**src/rtl/param_loader_if.sv**
```systemverilog
// -----------------------------------------------------------------------------
// param_loader_if
//
// Byte-stream link from the UART receiver into the parameter loader.
//
// Handshake: the producer presents a byte on rx_data and holds rx_valid high
// for exactly one clk cycle per byte. There is no ready/backpressure. The
// consumer takes the byte on the clk edge where rx_valid is 1. rx_data is
// meaningless while rx_valid is 0.
//
// Signals:
//   rx_data   8  received byte
//   rx_valid  1  one-cycle strobe per received byte
//
// Modports:
//   master  byte producer (UART receiver / testbench driver)
//   slave   byte consumer (param_loader)
// -----------------------------------------------------------------------------
interface param_loader_if;
    logic [7:0] rx_data;
    logic       rx_valid;

    modport master (
        output rx_data,
        output rx_valid
    );

    modport slave (
        input rx_data,
        input rx_valid
    );
endinterface

```
**src/rtl/param_loader.sv**
```systemverilog
// -----------------------------------------------------------------------------
// param_loader
//
// Command-frame decoder and parameter register file for the pulse generator.
// It assembles checksummed 7-byte frames (SYNC, ADDR, D3, D2, D1, D0, CHK)
// from the UART byte stream. Each good frame writes exactly one timing
// register. The frame's CHK byte must equal the XOR of ADDR..D0.
//
// Parameters:
//   TIMEOUT_CYCLES  inter-byte gap (clk cycles) that aborts a partial frame
//   SYNC_BYTE       frame start marker
//
// Ports:
//   clk        in   system clock (12 MHz)
//   reset      in   asynchronous, active-high reset
//   rx         slave modport of param_loader_if (rx_data / rx_valid)
//   per        out  8   pulse period                  (addr 0x01)
//   p1wid      out  16  first pulse width             (addr 0x02)
//   del        out  16  inter-pulse delay             (addr 0x03)
//   p2wid      out  16  second pulse width            (addr 0x04)
//   nut_d      out  32  nutation delay                (addr 0x05)
//   nut_w      out  32  nutation width                (addr 0x06)
//   pu/nut/bl  out  1   pump / nutation / block flags (addr 0x07, D0[2:0])
//   cp         out  8   CPMG pulse count              (addr 0x08)
//   p_bl       out  8   pulse-block count             (addr 0x09)
//   p_bl_off   out  16  pulse-block off time          (addr 0x0A)
//   rxd        out  1   one-cycle strobe: a register was written
//   err        out  1   one-cycle strobe: a frame was rejected or timed out
//   state_dbg  out  2   current decoder state (HUNT=0, ADDR=1, DATA=2, CHK=3)
//
// All outputs are registered. The register write and rxd appear on the same
// edge that samples a good CHK byte.
// -----------------------------------------------------------------------------
module param_loader #(
    parameter int         TIMEOUT_CYCLES = 120000,
    parameter logic [7:0] SYNC_BYTE      = 8'hA5
) (
    input  logic          clk,
    input  logic          reset,
    param_loader_if.slave rx,

    output logic [7:0]    per,
    output logic [15:0]   p1wid,
    output logic [15:0]   del,
    output logic [15:0]   p2wid,
    output logic [31:0]   nut_d,
    output logic [31:0]   nut_w,
    output logic          pu,
    output logic          nut,
    output logic          bl,
    output logic [7:0]    cp,
    output logic [7:0]    p_bl,
    output logic [15:0]   p_bl_off,
    output logic          rxd,
    output logic          err,
    output logic [1:0]    state_dbg
);

    // Timer only has to hold values up to TIMEOUT_CYCLES-1.
    localparam int TW = (TIMEOUT_CYCLES > 2) ? $clog2(TIMEOUT_CYCLES) : 1;
    localparam logic [TW-1:0] TIMER_LAST = TW'(TIMEOUT_CYCLES - 1);

    typedef enum logic [1:0] {
        S_HUNT = 2'd0,
        S_ADDR = 2'd1,
        S_DATA = 2'd2,
        S_CHK  = 2'd3
    } state_t;

    state_t        state;
    state_t        next_state;

    logic [7:0]    addr_r;
    logic [31:0]   data_buf;
    logic [7:0]    xor_r;
    logic [1:0]    byte_idx;
    logic [TW-1:0] timer;

    logic          addr_ok;
    logic          commit;
    logic          reject;
    logic          timeout;

    assign state_dbg = state;
    assign addr_ok   = (addr_r >= 8'h01) && (addr_r <= 8'h0A);

    // ------------------------------------------------------------------
    // State register
    // ------------------------------------------------------------------
    always_ff @(posedge clk or posedge reset) begin
        if (reset) begin
            state <= S_HUNT;
        end else begin
            state <= next_state;
        end
    end

    // ------------------------------------------------------------------
    // Next-state and frame decision
    // ------------------------------------------------------------------
    always_comb begin
        next_state = state;
        commit     = 1'b0;
        reject     = 1'b0;
        // A byte arriving in the expiry cycle takes priority: the gap was
        // not exceeded, so the frame continues and no error is raised.
        timeout    = (state != S_HUNT) && !rx.rx_valid && (timer == TIMER_LAST);

        case (state)
            S_HUNT: begin
                if (rx.rx_valid && (rx.rx_data == SYNC_BYTE)) begin
                    next_state = S_ADDR;
                end
            end
            S_ADDR: begin
                if (rx.rx_valid) begin
                    next_state = S_DATA;
                end
            end
            S_DATA: begin
                if (rx.rx_valid && (byte_idx == 2'd3)) begin
                    next_state = S_CHK;
                end
            end
            S_CHK: begin
                if (rx.rx_valid) begin
                    next_state = S_HUNT;
                    if ((rx.rx_data == xor_r) && addr_ok) begin
                        commit = 1'b1;
                    end else begin
                        reject = 1'b1;
                    end
                end
            end
            default: begin
                next_state = S_HUNT;
            end
        endcase

        if (timeout) begin
            next_state = S_HUNT;
        end
    end

    // ------------------------------------------------------------------
    // Inter-byte gap timer: idle in HUNT, restarted by every byte.
    // ------------------------------------------------------------------
    always_ff @(posedge clk or posedge reset) begin
        if (reset) begin
            timer <= '0;
        end else if (rx.rx_valid || (state == S_HUNT) || timeout) begin
            timer <= '0;
        end else begin
            timer <= timer + 1'b1;
        end
    end

    // ------------------------------------------------------------------
    // Frame assembly: address latch, payload shift register, running XOR
    // ------------------------------------------------------------------
    always_ff @(posedge clk or posedge reset) begin
        if (reset) begin
            addr_r   <= '0;
            data_buf <= '0;
            xor_r    <= '0;
            byte_idx <= '0;
        end else if (rx.rx_valid) begin
            case (state)
                S_ADDR: begin
                    addr_r   <= rx.rx_data;
                    xor_r    <= rx.rx_data;
                    byte_idx <= 2'd0;
                end
                S_DATA: begin
                    // D3 arrives first, so shifting left leaves it in the MSB.
                    data_buf <= {data_buf[23:0], rx.rx_data};
                    xor_r    <= xor_r ^ rx.rx_data;
                    byte_idx <= byte_idx + 2'd1;
                end
                default: begin
                end
            endcase
        end
    end

    // ------------------------------------------------------------------
    // Parameter register file and status strobes
    // ------------------------------------------------------------------
    always_ff @(posedge clk or posedge reset) begin
        if (reset) begin
            per      <= 8'd10;
            p1wid    <= 16'd30;
            del      <= 16'd200;
            p2wid    <= 16'd60;
            nut_d    <= '0;
            nut_w    <= '0;
            pu       <= 1'b0;
            nut      <= 1'b0;
            bl       <= 1'b0;
            cp       <= '0;
            p_bl     <= '0;
            p_bl_off <= '0;
            rxd      <= 1'b0;
            err      <= 1'b0;
        end else begin
            rxd <= commit;
            err <= reject || timeout;
            if (commit) begin
                // Payload is truncated to the width of the target register.
                case (addr_r)
                    8'h01: per      <= data_buf[7:0];
                    8'h02: p1wid    <= data_buf[15:0];
                    8'h03: del      <= data_buf[15:0];
                    8'h04: p2wid    <= data_buf[15:0];
                    8'h05: nut_d    <= data_buf;
                    8'h06: nut_w    <= data_buf;
                    8'h07: begin
                        pu  <= data_buf[0];
                        nut <= data_buf[1];
                        bl  <= data_buf[2];
                    end
                    8'h08: cp       <= data_buf[7:0];
                    8'h09: p_bl     <= data_buf[7:0];
                    8'h0A: p_bl_off <= data_buf[15:0];
                    default: begin
                    end
                endcase
            end
        end
    end

endmodule

```
**src/flat_wrapper.sv**
```systemverilog
// flat-port wrapper written by rule: the top's interface ports become plain ports
module param_loader_flat 
#(
    parameter int         TIMEOUT_CYCLES = 120000,
    parameter logic [7:0] SYNC_BYTE      = 8'hA5
)
  (clk, reset, per, p1wid, del, p2wid, nut_d, nut_w, pu, nut, bl, cp, p_bl, p_bl_off, rxd, err, state_dbg, rx_rx_data, rx_rx_valid);
  param_loader_if rx_i ();
  input  logic clk;
  input  logic reset;
  output logic [7:0] per;
  output logic [15:0] p1wid;
  output logic [15:0] del;
  output logic [15:0] p2wid;
  output logic [31:0] nut_d;
  output logic [31:0] nut_w;
  output logic pu;
  output logic nut;
  output logic bl;
  output logic [7:0] cp;
  output logic [7:0] p_bl;
  output logic [15:0] p_bl_off;
  output logic rxd;
  output logic err;
  output logic [1:0] state_dbg;
  input wire logic [$bits(rx_i.rx_data)-1:0] rx_rx_data;
  input wire logic [$bits(rx_i.rx_valid)-1:0] rx_rx_valid;
  assign rx_i.rx_data = rx_rx_data;
  assign rx_i.rx_valid = rx_rx_valid;
  param_loader #(.TIMEOUT_CYCLES(TIMEOUT_CYCLES), .SYNC_BYTE(SYNC_BYTE)) u_core (.clk(clk), .reset(reset), .rx(rx_i), .per(per), .p1wid(p1wid), .del(del), .p2wid(p2wid), .nut_d(nut_d), .nut_w(nut_w), .pu(pu), .nut(nut), .bl(bl), .cp(cp), .p_bl(p_bl), .p_bl_off(p_bl_off), .rxd(rxd), .err(err), .state_dbg(state_dbg));
endmodule
```
**config.mk**
```make
export PLATFORM = sky130hd
export DESIGN_NAME = param_loader_flat
export DESIGN_NICKNAME = d
export VERILOG_FILES = /design/src/rtl/param_loader_if.sv /design/src/rtl/param_loader.sv /design/src/flat_wrapper.sv
export SDC_FILE = /design/constraint.sdc
export NUM_CORES = 1
export LEC_CHECK = 0
export BUFFER_PORTS_ARGS = -buffer_cell sky130_fd_sc_hd__buf_2
export CORE_MARGIN = 2
export CORE_UTILIZATION = 50
export CTS_CLUSTER_DIAMETER = 200
export CTS_CLUSTER_SIZE = 14
export DETAILED_ROUTE_END_ITERATION = 10
export PLACE_DENSITY = 0.76
export SYNTH_ARGS = -nofsm -noshare
export SYNTH_HDL_FRONTEND = slang
export SYNTH_SLANG_ARGS = --single-unit
```
**constraint.sdc**
```tcl
create_clock -name clk -period 6.75 [get_ports clk]
set_clock_uncertainty 0.1 [all_clocks]
set_input_delay 1.0125 -clock clk [delete_from_list [all_inputs] [get_ports clk]]
set_output_delay 1.0125 -clock clk [all_outputs]
set_load 0.02 [all_outputs]
```
==> flow_summary_export.csv <==
group,metric,value,unit
status,status,"finished, final reports clean",
sta,rsz0062_at_grt,"false",
synthesis,netlist_instances,632,
floorplanning,die_width,144,microns
critical_path,path_class,"input pin to flip-flop",
floorplanning,die-area,0.0206,sq mm
grt,grt_pass1_vias,5509,
cts,cts_tree,"done",
synthesis,synth.area.top_cells,"dfrtp_1 (55%), mux2_2 (14%), mux2_4 (12%)",
job,drv_cap,0,
cts,path_clk_slew,0.07,ns
cts,cts_root_buffer,"clkbuf_16",
floorplanning,coreArea,0.0193,sq mm
finish,fin_util,58.8,%
drt,drcViolationCount,0,
synthesis,yosysTopAreaCell,"dfrtp_1",
synthesis,avgSynthCellArea,15.4,sq um
floorplanning,ios,170,
floorplanning,start_util,50.6,%
synthesis,async_flop_share,100,%
finish,design_area,0.0113,sq mm
critical_path,crit_chain,"buf_2 -> nand2_1 -> nor4_4 -> nand4_4 -> mux2_4",
synthesis,synth_cell_types,45,
cts,post_cts_buffers,0,
cts,clkSinkCount,226,
sta,setup_violations,0,
cts,cts-buffers-inserted,20,
synthesis,yosys_warnings,0,
drt,ant_nets,0,
critical_path,worstPathArrival,3.34,ns
power_and_ir_drop,ir_drop,0.221,mV
cts,clkLatencyLatePin,0.51,ns
drt,vias,5669,
finish,antennaDiodeCount,0,
critical_path,crit_required,7.03,ns
sta,worst_slew_pin_slew,0.915,ns
synthesis,ys_seq_area_share,58.2,%
sta,finalCritPeriodShare,45.3,%
floorplanning,fp-row-count,51,
synthesis,synth_edf_count,0,
drt,wl,20700,microns
power_and_ir_drop,static-leakage-power,6.15,nW
grt,grt_max_degree,148,
cts,holdBufCountCts,0,
sta,slew_viol_final,0,
hold_path,min_path_type,"input pin to async pin",
cts,cts_buffer_depth,3,
synthesis,synth-seq-cells,226,
sta,slew_headroom,39.0,%
power_and_ir_drop,p_per_area,303,mW/mm^2
grt,gr-usage-all-layers,19.8,%
grt,grt_remaining_overflow,0,
critical_path,critPathMaxStageDelay,0.71,ns
critical_path,startpoint_type,"input pin",
synthesis,synth_top_area_share,54.7,%
sta,min_period,3.06,ns
sta,tns,0,ns
drt,post_drt_wl_per_cell,19.3,microns
sta,final-hold-violation-count,0,
floorplanning,die_h,144,microns
cts,cts_resized,0,
synthesis,synthTopCellsByCount,"dfrtp_1 (213), mux2_2 (119), mux2_4 (77), nor2_1 (25), xor2_1 (19)",
grt,grt_pass1_wl,31900,microns
placed_design,dpl.hpwl,13500,microns
finish,fillCellCount,1551,
drt,viasPerCell,5.29,
drt,drt_pass1_iterations,4,
synthesis,yosysMostFrequentCell,"dfrtp_1",
sta,max_freq,327,MHz
critical_path,cp_max_fo,32,
finish,synthToLayoutAreaGrowth,16.2,%
grt,antenna_found_initial,0,
synthesis,synth-main-ff-cell,"dfrtp_1",
critical_path,slowest_stage,"nand4_4",
drt,drtIter0Drc,304,
finish,regArea,0.00567,sq mm
placed_design,port_buffers,169,
placed_design,place_congestion,0.795,
placed_design,place_area,0.0107,sq mm
synthesis,synth_nets,650,
finish,drive_gt1_share,53.6,%
cts,htree_levels,1,
synthesis,netlist_area,0.00975,sq mm
critical_path,cp-end-kind,"flip-flop",
finish,multi_input_area,0.00382,sq mm
finish,nets,811,
layer usage:
layer | wire, microns | global-route usage [%] | part of all wire, % | vias to the layer above
li1 | - | - | - | 2594
met1 | 9370 | 28.4 | 45 | 2920
met2 | 9960 | 31.7 | 48 | 127
met3 | 984 | 3.67 | 4.8 | 28
met4 | 387 | 4.33 | 1.9 | 0
met5 | 0 | 0 | 0 | -
sequential cells by signal, summed over array words and instances (netlist names):
register and count:
u_core.data_buf 32, u_core.nut_d 32, u_core.nut_w 32, u_core.timer 17, u_core.del 16, u_core.p1wid 16
u_core.p2wid 16, u_core.p_bl_off 16, u_core.addr_r 8, u_core.cp 8, u_core.p_bl 8, u_core.per 8
u_core.xor_r 8, u_core.byte_idx 2, u_core.state_dbg 2, u_core.bl 1, u_core.err 1, u_core.nut 1
u_core.pu 1, u_core.rxd 1
cells in the final DEF (no fill, tap or decap), types with 7 or more instances in the layout:
cell       count
nand2_1       16
ha_1           7
mux2_2       119
xor2_1        19
nand4_1        9
nor2_1        25
clkbuf_1      13
a311oi_1       8
a21oi_1       11
dfstp_2       13
mux2_4        77
buf_2        169
nand3_1        7
dfrtp_1      213
clkbuf_16     20
stage by stage:
stage | hold WS [ns] | total power, mW | setup slack (ns) | cells
final | 0.310 | 3.43 | 3.69 | 1071
after global routing | 0.307 | 3.61 | 3.54 | 1071
after CTS | 0.306 | 3.46 | 3.65 | 1071
after detailed placement | 0.365 | 2.40 | 3.18 | 1036
after global placement | 0.345 | 2.37 | 3.25 | 1036
after floorplan | 0.324 | 2.19 | 2.70 | 632
final cells by class:
cell class | instances | area share (%)
clock inverter | 2 | 0.287
tap | 265 | 2.93
timing repair buffer | 174 | 7.91
inverter | 4 | 0.166
clock buffer | 33 | 4.85
sequential | 226 | 50.1
multi-input combinational | 367 | 33.8
where the power goes:
part | internal [mW] | leakage [nW] | switching, mW
combinational | 0.253 | 2.85 | 0.312
sequential | 1.51 | 3.02 | 0.287
clock | 0.562 | 0.276 | 0.504
total | 2.32 | 6.15 | 1.10
final timing paths:
path	from	to	slack (ns)	cells after the start
min in group clk	u_core.timer[0]$_DFF_PP0_	u_core.timer[0]$_DFF_PP0_	0.38	1
worst min-delay path	reset	u_core.nut_d[31]$_DFFE_PP0P_	0.31	2
max in group asynchronous	reset	u_core.del[12]$_DFFE_PP0P_	5.10	3
worst max-delay path	rx_rx_valid	u_core.nut_d[29]$_DFFE_PP0P_	3.69	5
worst min register to register	u_core.timer[0]$_DFF_PP0_	u_core.timer[0]$_DFF_PP0_	0.38	1
worst max register to register	u_core.addr_r[4]$_DFFE_PP0P_	u_core.nut_d[29]$_DFFE_PP0P_	3.70	5
worst max-delay path: cells and delay by family:
family	cells	cell delay, ns
buf+inv	1	0.19
mux	1	0.57
simple gates	3	1.55
kinds of logic (layout without fill, tap and decap cells):
family | count (synthesis) | count (layout) | share of synthesized area (%)
muxes | 196 | 196 | 25.6
and+or+nand+nor | 112 | 112 | 8.45
xor gates and xnor gates | 21 | 21 | 1.89
DFF | 226 | 226 | 58.2
adders and majority gates | 7 | 7 | 0.899
AOI/OAI and AO/OA | 31 | 31 | 2.32
buffers and inverters | 39 | 213 | 2.64
(Power assumes the default switching activity.)
